## src/rtl/commit_monitor.sv

```systemverilog
// End-of-test checker: waits for END_PC to commit HIT_COUNT times, then reads
// NUM_CHECKS registers one per cycle and reports sticky pass/fail with a watchdog.
module commit_monitor #(
  parameter int                      PC_WIDTH       = 32,
  parameter int                      DATA_WIDTH     = 32,
  parameter int                      REG_AW         = 5,
  parameter int                      NUM_CHECKS     = 4,
  parameter logic [PC_WIDTH-1:0]     END_PC         = 32'h1c000020,
  parameter int                      HIT_COUNT      = 1,
  parameter int                      TIMEOUT_CYCLES = 100000,
  parameter int                      CNT_W          = 32,
  localparam int                     IDX_W          = (NUM_CHECKS > 1) ? $clog2(NUM_CHECKS) : 1
) (
  input  logic                           clk,
  input  logic                           resetn,
  input  logic                           wb_valid,
  input  logic [PC_WIDTH-1:0]            wb_pc,
  input  logic [NUM_CHECKS-1:0]          exp_en,
  input  logic [NUM_CHECKS*REG_AW-1:0]   exp_idx,
  input  logic [NUM_CHECKS*DATA_WIDTH-1:0] exp_val,
  output logic [REG_AW-1:0]              chk_raddr,
  input  logic [DATA_WIDTH-1:0]          chk_rdata,
  output logic                           done,
  output logic                           pass,
  output logic                           fail,
  output logic [1:0]                     fail_code,
  output logic [IDX_W-1:0]               fail_idx,
  output logic [DATA_WIDTH-1:0]          fail_data,
  output logic [CNT_W-1:0]               cycle_cnt,
  output logic [CNT_W-1:0]               commit_cnt
);

  localparam int HC_W = $clog2(HIT_COUNT + 1);
  localparam logic [HC_W-1:0]  HIT_LAST = HC_W'(HIT_COUNT - 1);
  localparam logic [CNT_W-1:0] TO_LAST  = CNT_W'(TIMEOUT_CYCLES - 1);
  localparam logic [IDX_W-1:0] PTR_LAST = IDX_W'(NUM_CHECKS - 1);
  localparam logic [1:0] CODE_MISMATCH = 2'd1;
  localparam logic [1:0] CODE_TIMEOUT  = 2'd2;

  typedef enum logic [1:0] {RUN, CHECK, PASS, FAIL} state_t;

  state_t                state;
  logic [HC_W-1:0]       hit_cnt;
  logic [IDX_W-1:0]      chk_ptr;
  logic [REG_AW-1:0]     sel_idx;
  logic [DATA_WIDTH-1:0] sel_val;
  logic                  sel_en;
  logic                  end_hit;
  logic                  entry_ok;

  always_comb begin
    sel_idx = '0;
    sel_val = '0;
    sel_en  = 1'b0;
    for (int i = 0; i < NUM_CHECKS; i++) begin
      if (chk_ptr == IDX_W'(i)) begin
        sel_idx = exp_idx[i*REG_AW +: REG_AW];
        sel_val = exp_val[i*DATA_WIDTH +: DATA_WIDTH];
        sel_en  = exp_en[i];
      end
    end
  end

  assign chk_raddr = (state == CHECK) ? sel_idx : '0;
  assign end_hit   = wb_valid && (wb_pc == END_PC);
  assign entry_ok  = !sel_en || (chk_rdata == sel_val);

  always_ff @(posedge clk or negedge resetn) begin
    if (!resetn) begin
      state      <= RUN;
      hit_cnt    <= '0;
      chk_ptr    <= '0;
      done       <= 1'b0;
      pass       <= 1'b0;
      fail       <= 1'b0;
      fail_code  <= 2'd0;
      fail_idx   <= '0;
      fail_data  <= '0;
      cycle_cnt  <= '0;
      commit_cnt <= '0;
    end else begin
      case (state)
        RUN: begin
          if (wb_valid && (commit_cnt != '1))
            commit_cnt <= commit_cnt + CNT_W'(1);
          if (end_hit)
            hit_cnt <= hit_cnt + HC_W'(1);
          if (end_hit && (hit_cnt == HIT_LAST)) begin
            state   <= CHECK;
            chk_ptr <= '0;
            if (cycle_cnt != '1)
              cycle_cnt <= cycle_cnt + CNT_W'(1);
          end else if (cycle_cnt == TO_LAST) begin
            // cycle_cnt is left at TIMEOUT_CYCLES-1 so it names the expiring cycle
            state     <= FAIL;
            fail      <= 1'b1;
            done      <= 1'b1;
            fail_code <= CODE_TIMEOUT;
          end else if (cycle_cnt != '1) begin
            cycle_cnt <= cycle_cnt + CNT_W'(1);
          end
        end
        CHECK: begin
          if (!entry_ok) begin
            state     <= FAIL;
            fail      <= 1'b1;
            done      <= 1'b1;
            fail_code <= CODE_MISMATCH;
            fail_idx  <= chk_ptr;
            fail_data <= chk_rdata;
          end else if (chk_ptr == PTR_LAST) begin
            state <= PASS;
            pass  <= 1'b1;
            done  <= 1'b1;
          end else begin
            chk_ptr <= chk_ptr + IDX_W'(1);
          end
        end
        PASS:    state <= PASS;
        FAIL:    state <= FAIL;
        default: state <= RUN;
      endcase
    end
  end

endmodule

```

## config.mk

```make
export PLATFORM = sky130hd
export DESIGN_NAME = commit_monitor
export DESIGN_NICKNAME = d
export VERILOG_FILES = /design/src/rtl/commit_monitor.sv
export SDC_FILE = /design/constraint.sdc
export NUM_CORES = 1
export LEC_CHECK = 0
export ABC_AREA = 1
export CORE_MARGIN = 1
export CORE_UTILIZATION = 48
export CTS_BUF_LIST = sky130_fd_sc_hd__clkbuf_8
export DETAILED_ROUTE_END_ITERATION = 7
export PLACE_DENSITY = 0.95
export SLEW_MARGIN = 20
export SYNTH_ARGS = -nofsm -noshare
export SYNTH_HDL_FRONTEND = slang
export SYNTH_SLANG_ARGS = --single-unit
```

## constraint.sdc

```tcl
create_clock -name clk -period 4.4 [get_ports clk]
set_input_delay 1.1 -clock clk [delete_from_list [all_inputs] [get_ports clk]]
set_output_delay 1.1 -clock clk [all_outputs]
set_load 0.02 [all_outputs]
```

* Word-level counts from Yosys, hierarchy flattened
Cells that the tools add are included.
Storage, ports and cells: register bits after elaboration 108, bits of input ports 219, output and inout port bits 108
Operators by class: add/sub/neg operators 4, eq/ne operators 20, muxes and demuxes 36, bitwise operators 2, reduce and logical (&&, ||, !) cells 17
Operator list (number):
- 2-to-1 mux 32 bit | 7
- adder 32 x 1 -> 32 bit (second input constant) | 2
- inequality test 32 bit (second input constant) | 2
- == test 32 x 17 -> 1 bit (second input constant) | 1
- == test 32 x 29 -> 1 bit (second input constant) | 1
- == test 32 bit | 1
- 2-to-1 mux 5 bit | 5
- 2-to-1 mux 2 bit | 10
- inequality test 2 bit (second input constant) | 7
- AND reduction 4 bit | 3
- AND reduction 2 bit | 5
- 2-to-1 mux 1 bit | 9
- == test 2 bit (second input constant) | 4
- case mux 2 bit (2 select lines) | 2
- case mux 2 bit (4 select lines) | 1
- inequality test 3 bit (second input constant) | 2
- == test 2 x 1 -> 1 bit (second input constant) | 2
- zero test 2 bit | 2
- case mux 1 bit (2 select lines) | 2
- logical AND 1 bit | 3
- AND reduction 3 bit | 1
- adder 2 x 1 -> 2 bit (second input constant) | 1
- NOT 1 bit | 2
- nonzero test 2 bit | 1
- 3 further kinds | 3

* Longest topological paths before layout
word-level depth 9, mapped depth 21, depth with buffers taken out 19

* Least setup slack after synthesis
No wires, ideal clock.
kind register -> output, from reg chk_ptr[0], to out chk_raddr[3], arrival 1783 ps, required time 3300 ps, path slack 1517 ps, cell stages (with the launch flop) 9, path buffers 3, cells stage by stage dfrtp_1 inv_1 ha_1 buf_4 inv_4 buf_4 buf_2 o21ai_0 o21ai_0
Between the ends: longest elaborated chain between the ends 6, elaborated cells on any way between the ends 9
RTL lines:
- start, declared | line 44 | logic [IDX_W-1:0] chk_ptr;
- start signal, assigned | line 116 | chk_ptr <= chk_ptr + IDX_W'(1);
- zero test 2 bit | line 56 | if (chk_ptr == IDX_W'(i)) begin
- 2-to-1 mux 5 bit (3 in a row) | line 56
- 2-to-1 mux 5 bit (*) | line 56
- 2-to-1 mux 5 bit (*) | line 64 | assign chk_raddr = (state == CHECK) ? sel_idx : '0;
- end, declared | line 21 | output logic [REG_AW-1:0] chk_raddr,
Mark *: on every way between the ends. The rest lies on a longest branch, timed or not.

* Worst setup path in the final report
from reg chk_ptr[0], to out chk_raddr[0]
The elaborated chain is that of the path after synthesis.

==> flow_summary.json <==
{
  "status": "finished clean",
  "synth-xor-area-share_pct": 6.22,
  "io_pins": 327,
  "clk_pin_slew_worst_paths_ns": 0.12,
  "mostFrequentLayoutCell": "nand2_1",
  "core_area_um2": 15800,
  "grt-ovfl-total": 0,
  "via_per_inst": 5.32,
  "clockBufferDepth": 2,
  "antenna_found_initial": 0,
  "fin_skew_ns": 0.0136,
  "synthToLayoutAreaGrowth_pct": 46.3,
  "antenna_cells": 0,
  "synth.avg_cell_area_um2": 6.52,
  "clock_sinks": 108,
  "clock_latency_ns": 0.40,
  "ys_seq_area_share_pct": 35.0,
  "finalSetupViolations": 0,
  "cts_buffers": 9,
  "root_buffer": "clkbuf_8",
  "gp_congestion": 1.02,
  "async_reset_ff_share_pct": 100,
  "cts_resized": 0,
  "ant_nets": 0,
  "synth_top_family_by_area": "simple AND/OR/NAND/NOR gates",
  "drc": 0,
  "end_kind": "primary output",
  "grtUsageTotal_pct": 34.9,
  "rsz0062_at_grt": "false",
  "muxShareOfSynthArea_pct": 0,
  "htreeDepth": 3,
  "layout_min_cycle_time_ns": 3.96,
  "synth-compound-area-share_pct": 7.46,
  "cp_data_required_time_ns": 3.30,
  "fp.dieW_um": 129,
  "tightestPinTransition_ns": 0.816,
  "post_cts_buffers": 0,
  "via_count": 9091,
  "finalWirelength_um": 28900,
  "grt_max_degree": 87,
  "cp_data_arrival_time_ns": 2.86,
  "cts-hold-fix-buffers": 0,
  "initial_core_util_pct": 48.8,
  "synthFlopType": "dfrtp_1",
  "firstDrtPassIters": 5,
  "mostFrequentLayoutCells": "435 x nand2_1, 325 x clkdlybuf4s50_1, 140 x nor2_1, 108 x dfrtp_1, 100 x inv_1",
  "ff_latch_area_um2": 2700,
  "synth_area_um2": 7730,
  "synth_nets": 1411,
  "hpwl_um": 22700,
  "wl_per_cell_um": 16.9,
  "finalHoldViolations": 0,
  "multi_input_area_um2": 4370,
  "synth.distinct_cells": 42,
  "relSlewSlack_pct": 45.1,
  "placement_rows": 46,
  "hp-class": "flip-flop to flip-flop",
  "fillers": 1306,
  "worstSetupPathType": "flip-flop to primary output",
  "grt_pass1_wl_um": 44100,
  "synthAdderAreaFrac_pct": 0.972,
  "cap_violations": 0,
  "path_max_fanout": 12,
  "final-max-slew-violation-count": 0,
  "p_total_mw": 4.77,
  "synth_top_cell_area_share_pct": 35.0,
  "die_area_um2": 16600,
  "final_core_util_pct": 71.4,
  "powerDensity_nw_per_um2": 422,
  "p_leak_nw": 5.30,
  "finalSetupTns_ns": 0,
  "synth_cells": 1186,
  "grt_pass1_vias": 8610,
  "cp-start-kind": "flip-flop",
  "fmax_ghz": 0.252,
  "synth_edf_count": 0,
  "yosysTopAreaCell": "dfrtp_1",
  "die_h_um": 129,
  "ys_ff_latch": 108,
  "drive_above_1_share_pct": 3.68,
  "ys_top_cells_by_area": "dfrtp_1 35%, nand2_1 21%, nor2_1 6.8%",
  "drtIter0Drc": 728,
  "ir_drop_v": 0.000230,
  "yosysWarnings": 0,
  "fin_crit_sh_pct": 90.1,
  "fin_nets": 1714,
  "yosys.area_share.simple_pct": 41.9,
  "numPortBuffers": 326,
  "cts_tree": "built"
}
-- per-stage QoR --
step                      cell area (um2)  hold slack (ns)  cells  setup slack (ns)
final                               11300            0.470   1710             0.436
after global routing                11300            0.495   1710             0.307
after CTS                           11300            0.472   1710             0.454
after detailed placement            11100            0.447   1694             0.524
after global placement              11100            0.441   1694             0.544
after floorplan                      7730            0.477   1186              1.52
-- cell usage after synthesis (3+ instances only) --
| cell | count |
|---|---|
| nand2_1 | 435 |
| buf_6 | 4 |
| buf_2 | 17 |
| nand3_1 | 87 |
| nor4_1 | 18 |
| a22oi_1 | 4 |
| a21oi_1 | 42 |
| o21ai_0 | 45 |
| clkbuf_1 | 15 |
| nor2_2 | 6 |
| ha_1 | 6 |
| xor2_1 | 40 |
| o21ai_1 | 11 |
| inv_1 | 100 |
| nor2_1 | 140 |
| inv_2 | 3 |
| nor3_1 | 26 |
| dfrtp_1 | 108 |
| or2_2 | 3 |
| buf_4 | 10 |
| nand4_1 | 26 |
| nand3b_1 | 5 |
| xnor2_1 | 13 |
-- layer usage --
metal  track usage [%]  wire length [um]
met5                 0                 0
met2              57.4             13200
met1              41.3             11400
met3              9.48              2710
met4              19.6              1580
-- kinds of logic after synthesis --
| family | count (synthesis) |
|---|---|
| compound gates | 109 |
| xor+xnor | 54 |
| fa+ha+maj | 6 |
| buf+inv | 150 |
| flops | 108 |
| simple gates | 759 |
-- path summary, 6_finish.rpt --
check	start	endpoint	slack, ns	depth (start not counted)
worst max register to register	chk_ptr[0]$_DFFE_PN0P_	fail_data[17]$_DFFE_PN0P_	0.92	21
worst min-delay path	done$_DFFE_PN0P_	done$_DFFE_PN0P_	0.47	1
min in group asynchronous	resetn	fail_data[30]$_DFFE_PN0P_	0.75	1
worst max-delay path	chk_ptr[0]$_DFFE_PN0P_	chk_raddr[0]	0.44	10
max in group asynchronous	resetn	cycle_cnt[22]$_DFFE_PN0P_	2.83	2
worst min register to register	done$_DFFE_PN0P_	done$_DFFE_PN0P_	0.47	1
-- final cells by class --
type	instances	area share (%)
flip-flops and latches	108	23.9
multi-input cells	928	38.7
well taps	216	2.39
inverters	104	3.48
clock buffers	9	1.10
repair buffers	338	29.7
clock inverters	7	0.775
-- worst max-delay path, cell delays in order (launching register included) --
cell and delay (ns):
dfrtp_1 0.45, inv_1 0.12, ha_1 0.15, buf_4 0.19
inv_1 0.09, nor2_4 0.22, a22oi_1 0.20, nand2_1 0.11
o21ai_0 0.11, a21oi_1 0.17, clkdlybuf4s50_1 0.64
-- power breakdown --
part	internal, mW	total [mW]	switching [mW]
Sequential	1.18	1.33	0.150
Clock	0.279	0.674	0.395
Combinational	1.06	2.76	1.70
Total	2.52	4.77	2.24
-- sequential cells by signal, summed over array words and instances (netlist names) --
signal      cells
state           2
done            1
cycle_cnt      32
pass            1
fail_idx        2
fail_code       2
fail            1
hit_cnt         1
fail_data      32
chk_ptr         2
commit_cnt     32
(Power assumes the default switching activity.)
